[config.mk]
export PLATFORM = sky130hd
export DESIGN_NAME = mem_arbiter
export DESIGN_NICKNAME = d
export VERILOG_FILES = /design/src/rtl/mem_arbiter.sv
export SDC_FILE = /design/constraint.sdc
export NUM_CORES = 1
export LEC_CHECK = 0
export ABC_AREA = 1
export CAP_MARGIN = 20
export CORE_ASPECT_RATIO = 1.75
export CORE_UTILIZATION = 45
export CTS_CLUSTER_DIAMETER = 200
export DETAILED_ROUTE_END_ITERATION = 10
export PLACE_DENSITY_LB_ADDON = 0.1
export SYNTH_ARGS = -nofsm -noshare
export SYNTH_HDL_FRONTEND = slang
export SYNTH_SLANG_ARGS = --single-unit
[constraint.sdc]
create_clock -name CLK -period 3 [get_ports CLK]
set_input_delay 0.45 -clock CLK [delete_from_list [all_inputs] [get_ports CLK]]
set_output_delay 0.45 -clock CLK [all_outputs]
set_load 0.03 [all_outputs]
[src/rtl/mem_arbiter.sv]
// Round-robin arbiter sharing one request/acknowledge memory port between the
// instruction fetch path and the load/store path, with a bounded ACK wait.
module mem_arbiter #(
    parameter int AW      = 32,
    parameter int DW      = 32,
    parameter int TIMEOUT = 255
) (
    input  logic            CLK,
    input  logic            RES_N,
    input  logic            IF_REQ,
    input  logic [AW-1:0]   IF_ADDR,
    output logic            IF_VALID,
    output logic [DW-1:0]   IF_RDATA,
    input  logic            D_REQ,
    input  logic            D_WE,
    input  logic [AW-1:0]   D_ADDR,
    input  logic [DW-1:0]   D_WDATA,
    input  logic [DW/8-1:0] D_BE,
    output logic            D_VALID,
    output logic [DW-1:0]   D_RDATA,
    output logic            ERR,
    output logic            MEM_REQ,
    output logic            MEM_WE,
    output logic [AW-1:0]   MEM_ADDR,
    output logic [DW-1:0]   MEM_WDATA,
    output logic [DW/8-1:0] MEM_BE,
    input  logic            MEM_ACK,
    input  logic [DW-1:0]   MEM_RDATA
);

    localparam logic [7:0] WAIT_LAST = 8'(TIMEOUT - 1);

    typedef enum logic [1:0] {
        IDLE   = 2'd0,
        BUSY_I = 2'd1,
        BUSY_D = 2'd2,
        RESP   = 2'd3
    } state_t;

    state_t     state_q;
    state_t     state_d;
    logic       last_d_q;
    logic [7:0] wait_cnt_q;
    logic       grant_i;
    logic       grant_d;
    logic       acked;
    logic       timed_out;

    always_ff @(posedge CLK or negedge RES_N) begin
        if (!RES_N) begin
            state_q <= IDLE;
        end else begin
            state_q <= state_d;
        end
    end

    // On a tie the requester that was not served last wins.
    always_comb begin
        state_d   = state_q;
        grant_i   = 1'b0;
        grant_d   = 1'b0;
        acked     = 1'b0;
        timed_out = 1'b0;
        case (state_q)
            IDLE: begin
                if (IF_REQ && (!D_REQ || last_d_q)) begin
                    grant_i = 1'b1;
                    state_d = BUSY_I;
                end else if (D_REQ) begin
                    grant_d = 1'b1;
                    state_d = BUSY_D;
                end
            end
            BUSY_I, BUSY_D: begin
                if (MEM_ACK) begin
                    acked   = 1'b1;
                    state_d = RESP;
                end else if (wait_cnt_q == WAIT_LAST) begin
                    timed_out = 1'b1;
                    state_d   = RESP;
                end
            end
            RESP:    state_d = IDLE;
            default: state_d = IDLE;
        endcase
    end

    always_ff @(posedge CLK or negedge RES_N) begin
        if (!RES_N) begin
            last_d_q   <= 1'b1;
            wait_cnt_q <= '0;
            MEM_REQ    <= 1'b0;
            MEM_WE     <= 1'b0;
            MEM_ADDR   <= '0;
            MEM_WDATA  <= '0;
            MEM_BE     <= '0;
            IF_VALID   <= 1'b0;
            IF_RDATA   <= '0;
            D_VALID    <= 1'b0;
            D_RDATA    <= '0;
            ERR        <= 1'b0;
        end else begin
            if (grant_i || grant_d) begin
                MEM_REQ    <= 1'b1;
                wait_cnt_q <= '0;
                if (IF_REQ && D_REQ) begin
                    last_d_q <= grant_d;
                end
                if (grant_i) begin
                    MEM_WE    <= 1'b0;
                    MEM_ADDR  <= IF_ADDR;
                    MEM_WDATA <= '0;
                    MEM_BE    <= '1;
                end else begin
                    MEM_WE    <= D_WE;
                    MEM_ADDR  <= D_ADDR;
                    MEM_WDATA <= D_WDATA;
                    MEM_BE    <= D_BE;
                end
            end

            if ((state_q == BUSY_I || state_q == BUSY_D) && !acked && !timed_out) begin
                wait_cnt_q <= wait_cnt_q + 8'd1;
            end

            // Completion: response registers are loaded here so they show in RESP.
            if (acked || timed_out) begin
                MEM_REQ <= 1'b0;
                ERR     <= timed_out;
                if (state_q == BUSY_I) begin
                    IF_VALID <= 1'b1;
                    if (acked) begin
                        IF_RDATA <= MEM_RDATA;
                    end
                end else begin
                    D_VALID <= 1'b1;
                    if (acked && !MEM_WE) begin
                        D_RDATA <= MEM_RDATA;
                    end
                end
            end

            if (state_q == RESP) begin
                IF_VALID <= 1'b0;
                D_VALID  <= 1'b0;
                ERR      <= 1'b0;
            end
        end
    end

endmodule

Word-level counts from Yosys, hierarchy flattened
Cells that the tools add are included.
Cells by class
  add/sub/neg operators: 1
  multiply operators: 0
  div/mod/pow operators: 0
  order comparisons: 0
  equal/unequal tests: 7
  shift operators: 0
  mux-type cells: 31
  bitwise logic cells: 1
  reduce and logical (&&, ||, !) cells: 25
Operators with widths (count)
  $mux 32: 2
  $mux 1: 21
  $mux 8: 2
  $add 8x1->8 const B: 1
  $eq 8x8->1 const B: 1
  $mux 2: 4
  $reduce_and 2->1: 4
  $reduce_bool 2->1: 4
  $ne 3x3->1 const B: 2
  $pmux 2 s3: 1
  $reduce_and 3->1: 2
  $logic_and 1x1->1: 5
  $eq 2x2->1 const B: 2
  $logic_not 1->1: 4
  $logic_or 1x1->1: 4
  $mux 4: 1
  $eq 2x1->1 const B: 1
  $logic_not 2->1: 1
  $ne 2x1->1 const B: 1
  $reduce_or 2->1: 1
  $not 1->1: 1
Storage, ports and cells
  flip-flop bits (word level): 148
  bits in latches: 0
  RAM bits: 0
  memory bits (read-only): 0
  input port bits: 138
  output and inout port bits: 137
  logic and storage cells: 78
  memories: 0

Longest topological paths before layout
  depth in word-level cells: 8
  depth in mapped cells: 9
  depth with buffers taken out: 9

Worst setup path before layout
No wires, ideal clock.
  path type: reg2reg
  start: reg state_q[0]
  end: reg D_RDATA[0]
  library setup time: 0.130 ns
  arrival: 1.352 ns
  data required time: 2.870 ns
  path slack: 1.518 ns
  cell stages (with the launch flop): 8
  buffers on the path: 1
  clock period less this slack: 1.482 ns
  path through: dfrtp_1 inv_1 ha_1 nand2_1 inv_1 nand2_2 clkbuf_1 o21ai_0
On the way
  cells in the longest elaborated chain, start to end: 5
  elaborated cells between the ends (all ways): 9
  those cells by class: eq/ne: 2; mux: 2; bitwise: 1; reduce/logical: 4
RTL lines
  start, declared: RTL line 40  | state_t state_q;
  start signal, assigned: RTL line 53  | state_q <= state_d;
  $eq 2x1->1 / $eq 2x2->1 (equally long branches): RTL line 64, 130
  $reduce_or 2->1: RTL line 64  | case (state_q)
  $mux 1: RTL line 64
  $logic_or 1x1->1 / $logic_and 1x1->1 (equally long branches): RTL line 127, 137
  $reduce_and 3->1 (no source line) (*)
  end signal, assigned: RTL line 100  | D_RDATA <= '0;
  end signal, assigned: RTL line 138  | D_RDATA <= MEM_RDATA;
  end, declared: RTL line 20  | output logic [DW-1:0] D_RDATA,
Every way passes the cells marked *; elsewhere a longest branch is shown, timed or not.
A chain may end at the register's enable or synchronous reset.

Worst setup path in the final report
  start: reg state_q[0]
  end: reg MEM_ADDR[29]
On the way
  cells in the longest elaborated chain, start to end: 3
  elaborated cells between the ends (all ways): 5
  those cells by class: mux: 3; reduce/logical: 2
RTL lines
  $logic_not 2->1 (*): RTL line 64
  $mux 1: RTL line 64
  $mux 32 / $logic_or 1x1->1 (equally long branches): RTL line 109, 103
  end signal, assigned: RTL line 94  | MEM_ADDR <= '0;
  end signal, assigned: RTL line 111  | MEM_ADDR <= IF_ADDR;
  end signal, assigned: RTL line 116  | MEM_ADDR <= D_ADDR;
  end, declared: RTL line 24  | output logic [AW-1:0] MEM_ADDR,
Marked as above.

==> impl_metrics.tcl <==
set metrics [dict create \
    power_mw 11.3 \
    post_cts_buffers 0 \
    grt_usage 0.254 \
    ant_nets 0 \
    setup_viol 0 \
    ctsHoldBuffers 0 \
    final_cell_mix "clkdlybuf4s50_1 (273), nand2_1 (190), dfrtp_1 (147), o21ai_0 (96), nor2_1 (48)" \
    die_h_um 157 \
    die_area_sq_um 14100 \
    fin_cells 1135 \
    fp.dieW_um 90.3 \
    cp.arrival_ns 2.45 \
    mostFrequentLayoutCell "clkdlybuf4s50_1" \
    cp_data_required_time_ns 3.34 \
    cp_max_fo 39 \
    clock-sinks 148 \
    via_per_inst 4.99 \
    ff_latch_area_sq_um 3700 \
    synth-async-reset-ratio 1.00 \
    min_period_over_period 0.705 \
    synthCells 684 \
    grt_max_degree 76 \
    ir_drop_uv 777 \
    num_rows 56 \
    fin_crit_ns 2.12 \
    grt_pass1_vias 5815 \
    clock-root-buffer "clkbuf_16" \
    slew_violations 0 \
    slew_headroom 0.543 \
    drive_above_1_share 0.0574 \
    gp_congestion 0.837 \
    skew_ns 0.0145 \
    setup-tns-final_ns 0 \
    fmax_ghz 0.473 \
    max_cap_viol_count 0 \
    cts_buffers 17 \
    drtIter0Drc 330 \
    start_util 0.459 \
    min_path_type "in -> async" \
    core_area_sq_um 13400 \
    clk_latency_ns 0.42 \
    hold_viol 0 \
    cts-htree-levels 4 \
    rsz0062_at_grt "false" \
    start_kind "register" \
    ys_warn_count 0 \
    worstMarginPinSlew_ns 0.686 \
    ys_seq_area_frac 0.603 \
    io_buffers 274 \
    timing_worst_setup_path_type "reg -> reg" \
    multi_input_area_sq_um 2040 \
    grt.overflow.total 0 \
    ys.flop_type "dfrtp_1" \
    dp_cells 1103 \
    top_level_ports 275 \
    cts.clk_slew.worst_paths_ns 0.06 \
    synth_edf_count 0 \
    end_kind "register" \
    detailed_place_hpwl_um 12300 \
    synth-seq-cells 148 \
    fill_cells 1005 \
    cts_resized 0 \
    drt_pass1_iterations 4 \
    wire_per_inst_um 15.2 \
    clockBufferDepth 2 \
    drcViolationCount 0 \
    synth_area_sq_um 6140 \
    syn_to_final_growth_pct 56.3 \
    syn_nets 827 \
    final_nets 1091 \
    powerDensity_nw_per_um2 1180 \
    grt_pass1_wl_um 28200 \
    antenna_found_initial 2 \
    vias 5660 \
    p_leak_nw 4.42 \
    status "finished, final reports clean" \
    cts_tree "built" \
    wirelength_um 17300 \
    synth_cell_type_count 25 \
    avgSynthCellArea_sq_um 8.98 \
]
cells in the mapped netlist (2+ instances only):
cell	n	area, sq um
buf_6	2	22.5
clkbuf_1	6	22.5
o21ai_0	96	480
inv_1	46	173
dfrtp_1	147	3680
xnor2_1	2	17.5
nand2_2	5	31.3
or2_2	2	12.5
buf_2	21	105
o21ai_1	11	55.1
nor2_1	48	180
ha_1	5	62.6
nand3_1	47	235
buf_4	9	67.6
nand2_1	190	713
inv_2	3	11.3
xor2_1	2	17.5
a21oi_1	35	175
stage by stage:
step | worst slack (ns) | hold WS (ns) | util | cell area (sq um)
detailed placement | 0.888 | 0.458 | 0.670 | 8970
floorplan | 1.52 | 0.154 | - | 6140
global placement | 0.971 | 0.454 | 0.670 | 8970
CTS | 0.873 | 0.0858 | 0.717 | 9600
finish | 0.884 | 0.0671 | 0.718 | 9600
global route | 0.701 | 0.109 | 0.718 | 9600
kinds of logic (layout without fill, tap and decap cells):
| logic type | Yosys count | after routing | share of synthesized area |
|---|---|---|---|
| DFF | 148 | 148 | 0.603 |
| xor gates and xnor gates | 4 | 4 | 0.00570 |
| other | 0 | 2 | 0 |
| buffers and inverters | 87 | 362 | 0.0654 |
| adders and majority gates | 5 | 5 | 0.0102 |
| and+or+nand+nor | 296 | 296 | 0.198 |
| AOI/OAI and AO/OA | 144 | 144 | 0.118 |
cell type report:
class                           instances  share of cell area
Inverter                               49              0.0192
Timing Repair Buffer                  283               0.294
Sequential cell                       148               0.386
Clock inverter                         13              0.0214
Antenna cell                            2            0.000521
Tap cell                              174              0.0227
Multi-Input combinational cell        449               0.212
Clock buffer                           17              0.0443
final timing paths:
check	from	end	slack, ns	cells after the start
hold / removal	RES_N	MEM_ADDR[7]	0.07	1
hold reg to reg	MEM_WDATA[13]	MEM_WDATA[13]	0.47	2
min in group CLK	MEM_WDATA[13]	MEM_WDATA[13]	0.47	2
setup reg to reg	state_q[0]	MEM_ADDR[29]	0.88	7
setup / recovery	state_q[0]	MEM_ADDR[29]	0.88	7
max in group asynchronous	RES_N	wait_cnt_q[5]	2.18	2
sequential cells by signal, indices dropped and copies added (netlist names):
| signal | flops |
|---|---|
| D_RDATA | 32 |
| IF_RDATA | 32 |
| MEM_ADDR | 32 |
| MEM_WDATA | 32 |
| wait_cnt_q | 8 |
| MEM_BE | 4 |
| state_q | 2 |
| D_VALID | 1 |
| ERR | 1 |
| IF_VALID | 1 |
| MEM_REQ | 1 |
| MEM_WE | 1 |
| last_d_q | 1 |
critical path: stages (launching register included):
cell     delay [ns]
dfrtp_1        0.42
inv_1          0.10
ha_1           0.14
buf_4          0.37
nand3_4        0.24
inv_2          0.47
nand2_1        0.13
a21oi_1        0.16
per-layer routing:
layer	global-route usage	up-vias	wire [um]
li1	-	2715	-
met1	0.285	2678	6630
met2	0.441	230	8860
met3	0.0748	37	1130
met4	0.122	0	641
met5	0	-	0
where the power goes:
group	internal, mW	switching [mW]
clock network	1.47	0.800
logic	2.17	3.50
registers	2.90	0.507
Note: power is estimated with default switching activity, not from simulation.
